`src/rtl/rs_int_bank.sv`:
```
// rs_int_bank: integer reservation station with CDB wakeup/bypass and oldest-ready issue; write_en to issue_valid is 2 edges (1 with RS_INT_FAST_ISSUE_EN).
// Backpressure: the issue register holds while issue_ready=0; write_en while full is dropped.
`ifndef ROB_ADDR_BUS
`define ROB_ADDR_BUS 4:0
`endif
`ifndef OPGEN_BUS
`define OPGEN_BUS 5:0
`endif
`ifndef DATA_BUS
`define DATA_BUS 31:0
`endif

module rs_int_bank #(
  parameter int ENTRY_NUM = 4
) (
  input  logic                 clk,
  input  logic                 rst,
  input  logic                 flush,
  input  logic                 write_en,
  output logic                 full,
  input  logic [`ROB_ADDR_BUS] rob_addr_in,
  input  logic [`OPGEN_BUS]    opgen_in,
  input  logic                 operand_is_ref_1_in,
  input  logic                 operand_is_ref_2_in,
  input  logic [`DATA_BUS]     operand_data_1_in,
  input  logic [`DATA_BUS]     operand_data_2_in,
  input  logic                 bus_en,
  input  logic [`DATA_BUS]     bus_ref_id_in,
  input  logic [`DATA_BUS]     bus_data_in,
  output logic                 issue_valid,
  input  logic                 issue_ready,
  output logic [`ROB_ADDR_BUS] issue_rob_addr,
  output logic [`OPGEN_BUS]    issue_opgen,
  output logic [`DATA_BUS]     issue_operand_1,
  output logic [`DATA_BUS]     issue_operand_2
);
  localparam int IDX_W = $clog2(ENTRY_NUM);

  logic [ENTRY_NUM-1:0] valid;
  logic [ENTRY_NUM-1:0] is_ref_1;
  logic [ENTRY_NUM-1:0] is_ref_2;
  logic [`ROB_ADDR_BUS] rob_addr [ENTRY_NUM];
  logic [`OPGEN_BUS]    opgen    [ENTRY_NUM];
  logic [`DATA_BUS]     data_1   [ENTRY_NUM];
  logic [`DATA_BUS]     data_2   [ENTRY_NUM];
  // older[i][j] set means entry i was allocated before entry j
  logic [ENTRY_NUM-1:0] older    [ENTRY_NUM];

  logic [ENTRY_NUM-1:0] ready;
  logic [ENTRY_NUM-1:0] sel_oh;
  logic [IDX_W-1:0]     sel_idx;
  logic [IDX_W-1:0]     alloc_idx;
  logic                 any_ready;
  logic                 take;
  logic                 issue_load;
  logic                 fast_issue;
  logic                 do_alloc;
  logic                 hit_1;
  logic                 hit_2;
  logic                 in_ref_1;
  logic                 in_ref_2;
  logic [`DATA_BUS]     in_data_1;
  logic [`DATA_BUS]     in_data_2;

  always_comb begin
    hit_1     = bus_en && operand_is_ref_1_in && (operand_data_1_in == bus_ref_id_in);
    hit_2     = bus_en && operand_is_ref_2_in && (operand_data_2_in == bus_ref_id_in);
    in_ref_1  = operand_is_ref_1_in && !hit_1;
    in_ref_2  = operand_is_ref_2_in && !hit_2;
    in_data_1 = hit_1 ? bus_data_in : operand_data_1_in;
    in_data_2 = hit_2 ? bus_data_in : operand_data_2_in;

    full      = &valid;
    ready     = valid & ~is_ref_1 & ~is_ref_2;
    any_ready = |ready;

    sel_oh = ready;
    for (int i = 0; i < ENTRY_NUM; i++) begin
      for (int j = 0; j < ENTRY_NUM; j++) begin
        if (j != i && ready[j] && older[j][i]) sel_oh[i] = 1'b0;
      end
    end
    sel_idx = '0;
    for (int i = 0; i < ENTRY_NUM; i++) begin
      if (sel_oh[i]) sel_idx = IDX_W'(i);
    end
    alloc_idx = '0;
    for (int i = ENTRY_NUM - 1; i >= 0; i--) begin
      if (!valid[i]) alloc_idx = IDX_W'(i);
    end

    take       = !issue_valid || issue_ready;
    issue_load = take && any_ready;
`ifdef RS_INT_FAST_ISSUE_EN
    fast_issue = write_en && !full && !in_ref_1 && !in_ref_2 && !any_ready && take;
`else
    fast_issue = 1'b0;
`endif
    do_alloc = write_en && !full && !fast_issue;
  end

  always_ff @(posedge clk or negedge rst) begin
    if (!rst) begin
      valid    <= '0;
      is_ref_1 <= '0;
      is_ref_2 <= '0;
      for (int i = 0; i < ENTRY_NUM; i++) begin
        older[i]    <= '0;
        rob_addr[i] <= '0;
        opgen[i]    <= '0;
        data_1[i]   <= '0;
        data_2[i]   <= '0;
      end
    end else if (flush) begin
      valid <= '0;
    end else begin
      if (bus_en) begin
        for (int i = 0; i < ENTRY_NUM; i++) begin
          if (valid[i] && is_ref_1[i] && data_1[i] == bus_ref_id_in) begin
            is_ref_1[i] <= 1'b0;
            data_1[i]   <= bus_data_in;
          end
          if (valid[i] && is_ref_2[i] && data_2[i] == bus_ref_id_in) begin
            is_ref_2[i] <= 1'b0;
            data_2[i]   <= bus_data_in;
          end
        end
      end
      if (issue_load) valid[sel_idx] <= 1'b0;
      // the allocated slot was free pre-edge, so it never collides with the freed one
      if (do_alloc) begin
        valid[alloc_idx]    <= 1'b1;
        rob_addr[alloc_idx] <= rob_addr_in;
        opgen[alloc_idx]    <= opgen_in;
        is_ref_1[alloc_idx] <= in_ref_1;
        is_ref_2[alloc_idx] <= in_ref_2;
        data_1[alloc_idx]   <= in_data_1;
        data_2[alloc_idx]   <= in_data_2;
        for (int j = 0; j < ENTRY_NUM; j++) older[j][alloc_idx] <= 1'b1;
        older[alloc_idx] <= '0;
      end
    end
  end

  always_ff @(posedge clk or negedge rst) begin
    if (!rst) begin
      issue_valid     <= 1'b0;
      issue_rob_addr  <= '0;
      issue_opgen     <= '0;
      issue_operand_1 <= '0;
      issue_operand_2 <= '0;
    end else if (flush) begin
      issue_valid <= 1'b0;
    end else if (take) begin
      if (any_ready) begin
        issue_valid     <= 1'b1;
        issue_rob_addr  <= rob_addr[sel_idx];
        issue_opgen     <= opgen[sel_idx];
        issue_operand_1 <= data_1[sel_idx];
        issue_operand_2 <= data_2[sel_idx];
      end else if (fast_issue) begin
        issue_valid     <= 1'b1;
        issue_rob_addr  <= rob_addr_in;
        issue_opgen     <= opgen_in;
        issue_operand_1 <= in_data_1;
        issue_operand_2 <= in_data_2;
      end else begin
        issue_valid <= 1'b0;
      end
    end
  end

endmodule

```
`config.mk`:
```
export PLATFORM = sky130hd
export DESIGN_NAME = rs_int_bank
export DESIGN_NICKNAME = d
export VERILOG_FILES = /design/src/rtl/rs_int_bank.sv
export SDC_FILE = /design/constraint.sdc
export NUM_CORES = 1
export LEC_CHECK = 0
export CORE_MARGIN = 4
export CORE_UTILIZATION = 47
export DETAILED_ROUTE_END_ITERATION = 12
export PLACE_DENSITY = 0.68
export SLEW_MARGIN = 25
export SYNTH_ARGS = -nofsm -noshare
export SYNTH_HDL_FRONTEND = slang
export SYNTH_SLANG_ARGS = --single-unit
```
`constraint.sdc`:
```
create_clock -name clk -period 5.3 [get_ports clk]
set_clock_uncertainty 0.05 [all_clocks]
set_input_delay 1.06 -clock clk [delete_from_list [all_inputs] [get_ports clk]]
set_output_delay 1.06 -clock clk [all_outputs]
set_load 0.01 [all_outputs]
```
After elaboration in Yosys (flattened, before gate mapping)
Cells that the tools add are included.

storage, ports and cells
  logic and storage cells = 190
  flip-flop bits (word level) = 404
  output and inout port bits = 77

operators by class
  $lt $le $gt $ge = 7
  reduce and logical (&&, ||, !) cells = 46
  equality and inequality tests = 10
  bitwise gates (word level) = 16
  multiplexer cells = 83

operator list
  cell                                        number
  128-bit 2-to-1 mux                          6
  32-bit 2-to-1 mux                           15
  32-bit == test                              10
  128-bit bitwise mux                         2
  32-bit binary-select mux with 2-bit select  2
  32-bit demux with 2-bit select              1
  4-bit 2-to-1 mux                            11
  1-bit logical AND                           36
  24-bit bitwise mux                          1
  1-bit 2-to-1 mux                            23
  20-bit bitwise mux                          1
  4-bit bitwise OR                            5
  6-bit 2-to-1 mux                            3
  16-bit AND                                  1
  16-bit inverter                             1
  5-bit 2-to-1 mux                            3
  4-bit AND                                   3
  6-bit binary-select mux with 2-bit select   1
  6-bit demux with 2-bit select               1
  2-bit 2-to-1 mux                            6
  4-bit inverter                              3
  5-bit binary-select mux with 2-bit select   1
  5-bit demux with 2-bit select               1
  4-bit bitwise mux                           2
  other kinds (15)                            23

Longest topological paths before layout
Gate-level depths: netlist of run 1.

  depth in word-level cells = 21
  mapped depth = 9
  gate-level depth less buffers = 6

Worst setup path after synthesis of run 1
Ideal clock, no wire load.

  path type = in2reg
  from = input bus_ref_id_in[31]
  to = register data_2[65] (netlist bit)
  stages = 8
  arrival = 2978 ps
  setup slack = 2146 ps
  path through = buf_2 xnor2_1 nand4_1 or4_1 or4_1 o21ai_2 buf_4 a21oi_1

on the way
  word-level cells in the longest chain between the ends = 7
  elaborated cells between the ends (all ways) = 10
  classes of those cells = eq/ne: 2; mux: 6; reduce/logical: 2

RTL lines
  what                             RTL line  text
  from (decl)                      28        input logic [`DATA_BUS] bus_ref_id_in,
  32-bit == test                   123       if (valid[i] && is_ref_2[i] && data_2[i] == bus_ref_id_in) begin
  1-bit logical AND                123
  32-bit 2-to-1 mux                123
  128-bit 2-to-1 mux               117       if (bus_en) begin
  128-bit 2-to-1 mux               114       end else if (flush) begin
  128-bit bitwise mux              138       data_2[alloc_idx] <= in_data_2;
  128-bit 2-to-1 mux *             131       if (do_alloc) begin
  to (signal, indexed assignment)  125       data_2[i] <= bus_data_in;
  to (signal, indexed assignment)  138
  to (decl)                        45        logic [`DATA_BUS] data_2 [ENTRY_NUM];

Mark *: on every way between the ends. The rest lies on a longest branch, timed or not. The select of a mux whose other input is x is not followed.
A chain may end at the register's enable or synchronous reset.

Worst setup path in the final report of run 1
  from = input bus_ref_id_in[23]
  to = register data_1[52] (netlist bit)

on the way
  word-level cells in the longest chain between the ends = 7
  elaborated cells between the ends (all ways) = 10
  classes of those cells = eq/ne: 2; mux: 6; reduce/logical: 2

RTL lines
  what                             RTL line  text
  32-bit == test                   119       if (valid[i] && is_ref_1[i] && data_1[i] == bus_ref_id_in) begin
  1-bit logical AND                119
  32-bit 2-to-1 mux                119
  128-bit 2-to-1 mux               117
  128-bit 2-to-1 mux               114
  128-bit bitwise mux              137       data_1[alloc_idx] <= in_data_1;
  128-bit 2-to-1 mux *             131
  to (signal, indexed assignment)  121       data_1[i] <= bus_data_in;
  to (signal, indexed assignment)  137
  to (decl)                        44        logic [`DATA_BUS] data_1 [ENTRY_NUM];

Marks and branches as above.

==> flow_metrics.py, run 1 <==
metrics = {
    "yosys": {
        "synth_flop_cell": "dfrtp_1",
        "synth.distinct_cells": 52,
        "seq_area_frac_synth_pct": 46.6,
        "avgSynthCellArea_um2": 9.68,
        "synth.net_count": 2351,
        "synthArstFlopShare_pct": 100,
        "syn_inst": 2204,
        "synth_edf_count": 0,
        "synth_area_um2": 21300,
        "ys_ff_latch": 397,
        "yosysWarnings": 0,
    },
    "worst_setup_path": {
        "critPathKind": "in2reg",
        "worst_setup_path_start_kind": "primary input",
        "worstPathMaxFanout": 12,
        "r2r_slack_ns": 1.71,
        "endpoint_kind": "flip-flop",
        "r2r_start": "valid[1]$_DFF_PN0_",
        "required_ns": 5.70,
        "arrival_ns": 4.53,
        "critPathLaunch": "bus_ref_id_in[23]",
        "r2r_end": "issue_operand_1[11]$_DFFE_PN0P_",
        "endpoint": "data_1[52]$_DFFE_PN0N_",
        "ff2ff_path_depth": 6,
    },
    "final_layout": {
        "layout.nets": 2550,
        "syn_to_final_growth_pct": 23.0,
        "drive_gt1_share_pct": 9.55,
    },
    "global_routing": {
        "grt_max_degree": 118,
        "globalRouteOverflowTotal": 0,
        "grt_pass1_wl_um": 149000,
        "antenna_found_initial": 3,
        "grt_pass1_vias": 20449,
        "track_usage_pct": 41.3,
    },
    "clock_tree": {
        "cts_hold_buf": 0,
        "postCtsSetupBuffers": 0,
        "worstSkewPairLatency_ns": 0.59,
        "clk_pin_slew_ns": 0.06,
        "clockBufferDepth": 3,
        "root_buffer": "clkbuf_16",
        "post_cts_resized": 0,
        "cts_tree": "built",
        "cts_buffers": 45,
        "cts_sinks": 397,
        "cts_max_level": 2,
    },
    "sta": {
        "holdWs_ns": 0.423,
        "hold_viol": 0,
        "slew_headroom_pct": 29.2,
        "tightest_slew_ns": 1.06,
        "setup_viol": 0,
        "finalCritPeriodShare_pct": 77.8,
        "setup-tns-final_ns": 0,
        "rsz0062_at_grt": "false",
        "fin_crit_ns": 4.12,
        "maxSlewViolCount": 0,
        "max_freq_ghz": 0.242,
    },
    "flow_run": {
        "cap_violations": 0,
    },
    "routing": {
        "drt-total-wl_um": 104000,
        "ant_nets": 0,
        "num_vias": 20754,
        "post_drt_via_cell_ratio": 6.84,
        "first_pass_iters": 6,
        "drt-initial-drc-count": 2916,
        "routedWlPerCell_um": 34.3,
        "drc_errors": 0,
    },
    "power_and_ir_drop": {
        "powerDensity_nw_per_um2": 426,
        "leakagePower_nw": 11.6,
        "ir_worst_vdd_mv": 0.302,
    },
    "floorplan": {
        "ios": 224,
        "rows": 77,
        "die_h_um": 221,
        "initial_core_util_pct": 47.9,
        "fp.dieW_um": 221,
        "dieArea_um2": 48900,
        "core_area_um2": 44500,
    },
    "hold_path": {
        "min_path_type": "reg2reg",
    },
    "placed_design": {
        "dp_hpwl_um": 75900,
        "place_congestion": 1.04,
        "port_buffers": 223,
    },
    "run_status": {
        "outcome": "finished clean",
    },
}
==> worst max-delay path, stage by stage <==
cell             delay, ns
clkdlybuf4s50_1       0.63
buf_4                 0.29
xor2_1                0.16
nor4_1                0.58
nand4_1               0.17
buf_4                 0.23
or3_1                 0.48
o32ai_4               0.41
buf_4                 0.36
a21oi_1               0.12
==> state kept, by name, indices dropped and copies added (netlist names), 3 cells and up, named ones only <==
signal and flops:
opgen 24, data_2 128, issue_rob_addr 5, is_ref_2 4, rob_addr 20, issue_operand_2 32
issue_opgen 6, older 3, is_ref_1 4, valid 4, issue_operand_1 32, data_1 128
==> cell families after synthesis <==
kind of cell,Yosys count,synth area share (%)
buffers and inverters,238,4.68
multiplexers,75,3.52
AND/OR/NAND/NOR,481,10.4
flip-flops,397,46.6
XOR/XNOR,320,13.1
AO/OA/AOI/OAI,693,21.7
==> Yosys cell counts (6+ instances only) <==
library cell	instances	share of area [%]
xor2_1	220	9.0
nand2_1	154	2.7
buf_4	7	0.25
o31ai_1	8	0.28
nand4_1	36	1.1
or3_1	11	0.32
nand3_1	21	0.49
nor4_1	56	1.6
nor2_1	157	2.8
o21a_1	48	1.7
inv_1	62	1.1
a22oi_1	26	0.91
a21oi_1	199	4.7
o21ai_0	6	0.14
a2bb2oi_1	25	1.0
dfrtp_1	397	47
buf_1	6	0.11
mux2i_1	75	3.5
o221a_2	16	0.84
clkbuf_1	99	1.7
xnor2_1	100	4.1
a221oi_1	75	3.1
buf_2	64	1.5
o22ai_1	268	7.9
nor3_1	9	0.21
==> stage by stage <==
step           total power [mW]  setup WS [ns]  instances  area [um2]  util, %
2_1_floorplan              5.90           2.15       2204       21300        -
3_3_place_gp               7.72          0.721       2948       24700     55.4
3_5_place_dp               7.76          0.727       2948       24700     55.4
5_1_grt                    11.6           1.24       3031       26300     59.0
4_1_cts                    11.1           1.31       3031       26300     59.0
6_report                   11.2           1.18       3032       26300     59.0
==> power by group <==
part	switching, mW	leakage [nW]	internal [mW]
sequential	0.727	4.80	3.80
combinational	1.84	6.01	1.45
clock	1.35	0.790	2.02
==> layout by cell type, fill, tap and decap left out, drive strengths merged, types with 9 or more instances in the layout <==
master,instances
nand2,154
nor4,56
o21ai,9
o22ai,268
mux2i,75
or3,11
nor2,157
dfrtp,397
clkdlybuf4s50,222
a2bb2oi,25
nand3,21
a22oi,26
inv,63
a221oi,75
o31ai,11
clkbuf,71
o21a,48
xor2,220
a21oi,199
xnor2,100
o221a,16
nand4,36
nor3,9
buf,106
==> per-layer routing <==
metal	track usage, %	part of all wire [%]	up-vias	wire length (um)
met2	64.5	45	1516	47000
met1	54.3	38	10466	39500
met3	10.2	11	300	11100
met5	0	0.012	-	13
li1	-	-	8470	-
met4	19.6	6.2	2	6410
==> worst min path at each step <==
stage / start / endpoint / slack [ns] / depth (start not counted)
after global placement: rob_addr[11]$_DFFE_PN0P_ / rob_addr[11]$_DFFE_PN0P_ / 0.41 / 2
after global routing: flip-flop / flip-flop / 0.46 / 1
after detailed placement: rob_addr[18]$_DFFE_PN0P_ / rob_addr[18]$_DFFE_PN0P_ / 0.41 / 2
final: opgen[22]$_DFFE_PN0P_ / opgen[22]$_DFFE_PN0P_ / 0.42 / 2
after CTS: rob_addr[18]$_DFFE_PN0P_ / rob_addr[18]$_DFFE_PN0P_ / 0.43 / 2
after floorplan: opgen[12]$_DFFE_PN0P_ / opgen[12]$_DFFE_PN0P_ / 0.39 / 2
==> cell type report <==
class / instances / area (um2)
fill: 3889 / 18300
multi-input combinational: 1569 / 10600
sequential: 397 / 9930
timing repair buffer: 328 / 3140
clock buffer: 71 / 1450
tap: 592 / 741
inverter: 62 / 233
clock inverter: 12 / 145
antenna: 1 / 2.50
Power figures use the tool's default switching activity.
==> inputs of run 2 (changes only) <==
==> constraint.sdc (replaced) <==
create_clock -name clk -period 4.2 [get_ports clk]
set_clock_uncertainty 0.05 [all_clocks]
set_input_delay 0.84 -clock clk [delete_from_list [all_inputs] [get_ports clk]]
set_output_delay 0.84 -clock clk [all_outputs]
set_load 0.01 [all_outputs]
==> flow_metrics.py, run 2 (synthesized netlist as in run 1, its figures left out) <==
metrics = {
    "clock_tree": {
        "post_cts_resized": 0,
        "root_buffer": "clkbuf_16",
        "cts_max_level": 2,
        "cts_hold_buf": 0,
        "cts_sinks": 397,
        "cts_buffers": 46,
        "clk_pin_slew_ns": 0.06,
        "clockBufferDepth": 3,
        "worstSkewPairLatency_ns": 0.60,
        "cts_tree": "built",
        "postCtsSetupBuffers": 0,
    },
    "worst_setup_path": {
        "crit_chain": "clkdlybuf4s50_1 > buf_4 > xor2_1 > nor4_1 > nand4_1 > or4_1 > o31ai_4 > buf_12 > a21oi_1",
        "critical_path_buf_inv_count": 3,
        "worst_setup_path_start_kind": "primary input",
        "arrival_ns": 4.09,
        "slowest_stage": "clkdlybuf4s50_1",
        "ff2ff_path_depth": 6,
        "required_ns": 4.58,
        "worstSetupPathDepth": 9,
        "worstPathMaxFanout": 16,
        "cpLargestDelayFamily": "simple AND/OR/NAND/NOR gates",
        "critPathMaxStageDelay_ns": 0.78,
        "critPathKind": "in2reg",
        "endpoint_kind": "flip-flop",
    },
    "floorplan": {
        "fp.dieW_um": 221,
        "core_area_um2": 44500,
        "die_h_um": 221,
        "rows": 77,
        "dieArea_um2": 48900,
        "initial_core_util_pct": 47.9,
        "ios": 224,
    },
    "sta": {
        "rsz0062_at_grt": "false",
        "hold_viol": 0,
        "finalCritPeriodShare_pct": 88.2,
        "setup_viol": 0,
        "setup-tns-final_ns": 0,
        "tightest_slew_ns": 0.873,
        "holdWs_ns": 0.203,
        "fin_crit_ns": 3.70,
        "max_freq_ghz": 0.270,
        "maxSlewViolCount": 0,
        "slew_headroom_pct": 41.8,
    },
    "routing": {
        "ant_nets": 0,
        "drt-total-wl_um": 106000,
        "drc_errors": 0,
        "num_vias": 21199,
        "drt-initial-drc-count": 3355,
        "first_pass_iters": 7,
        "post_drt_via_cell_ratio": 6.86,
        "routedWlPerCell_um": 34.3,
    },
    "final_layout": {
        "multi_input_area_um2": 10600,
        "layout.nets": 2608,
        "drive_gt1_share_pct": 11.5,
        "layout_commonest_cell": "dfrtp_1",
        "syn_to_final_growth_pct": 26.5,
        "fillers": 3901,
        "layout_common_cells": "dfrtp_1 (397), o22ai_1 (268), clkdlybuf4s50_1 (222), xor2_1 (220), a21oi_1 (198)",
        "insertedDiodeCount": 0,
        "register_area_um2": 9930,
        "reg_top3": "data_1 x128, data_2 x128",
    },
    "placed_design": {
        "port_buffers": 223,
        "place_congestion": 1.05,
        "dp_hpwl_um": 76800,
    },
    "power_and_ir_drop": {
        "powerDensity_nw_per_um2": 526,
        "total_power_mw": 14.2,
        "ir_worst_vdd_mv": 0.375,
        "leakagePower_nw": 12.0,
    },
    "global_routing": {
        "grt_max_degree": 95,
        "grt_pass1_vias": 20632,
        "antenna_found_initial": 1,
        "track_usage_pct": 41.8,
        "globalRouteOverflowTotal": 0,
        "grt_pass1_wl_um": 150000,
    },
    "hold_path": {
        "min_path_type": "in2async",
    },
    "run_status": {
        "outcome": "finished clean",
    },
    "flow_run": {
        "cap_violations": 0,
    },
}
-- run 2: cell type report --
type / instances / area share (%)
clock buffer: 68 / 5.22
clock inverter: 16 / 0.681
inverter: 62 / 0.862
multi-input combinational: 1569 / 39.3
sequential: 397 / 36.8
tap: 592 / 2.74
timing repair buffer: 385 / 14.4
-- run 2: worst paths after layout --
| path | from | end | slack, ns |
|---|---|---|---|
| max | bus_ref_id_in[24] | data_1[98]$_DFFE_PN0N_ | 0.50 |
| min | rst | opgen[22]$_DFFE_PN0P_ | 0.20 |
| max reg2reg | valid[1]$_DFF_PN0_ | issue_operand_1[8]$_DFFE_PN0P_ | 0.94 |
| min reg2reg | rob_addr[3]$_DFFE_PN0P_ | rob_addr[3]$_DFFE_PN0P_ | 0.43 |
| max in group asynchronous | rst | data_1[51]$_DFFE_PN0N_ | 2.85 |
| min in group clk | rob_addr[3]$_DFFE_PN0P_ | rob_addr[3]$_DFFE_PN0P_ | 0.43 |
-- run 2: per-stage QoR --
step                      utilization, %  setup WS (ns)  instance area [um2]  instances
after floorplan                        -           1.27                21300       2204
after global placement              57.1         0.0372                25400       3005
after detailed placement            57.1         0.0199                25400       3005
after CTS                           60.6          0.618                27000       3089
after global routing                60.6          0.547                27000       3089
final                               60.6          0.497                27000       3089
-- run 2: power by group --
group / switching (mW) / total [mW] / internal (mW)
combinational: 2.32 / 4.21 / 1.88
sequential: 0.925 / 5.72 / 4.80
clock: 1.71 / 4.27 / 2.56
total: 4.96 / 14.2 / 9.24
-- run 2: layer usage --
layer / part of all wire [%] / vias to the layer above / wire length (um) / track usage (%)
met5: 0.014 / - / 15 / 1.66
li1: - / 8595 / - / -
met4: 6.1 / 2 / 6460 / 18.6
met1: 37 / 10565 / 39000 / 53.8
met2: 45 / 1688 / 47600 / 65.5
met3: 12 / 349 / 12900 / 12.3
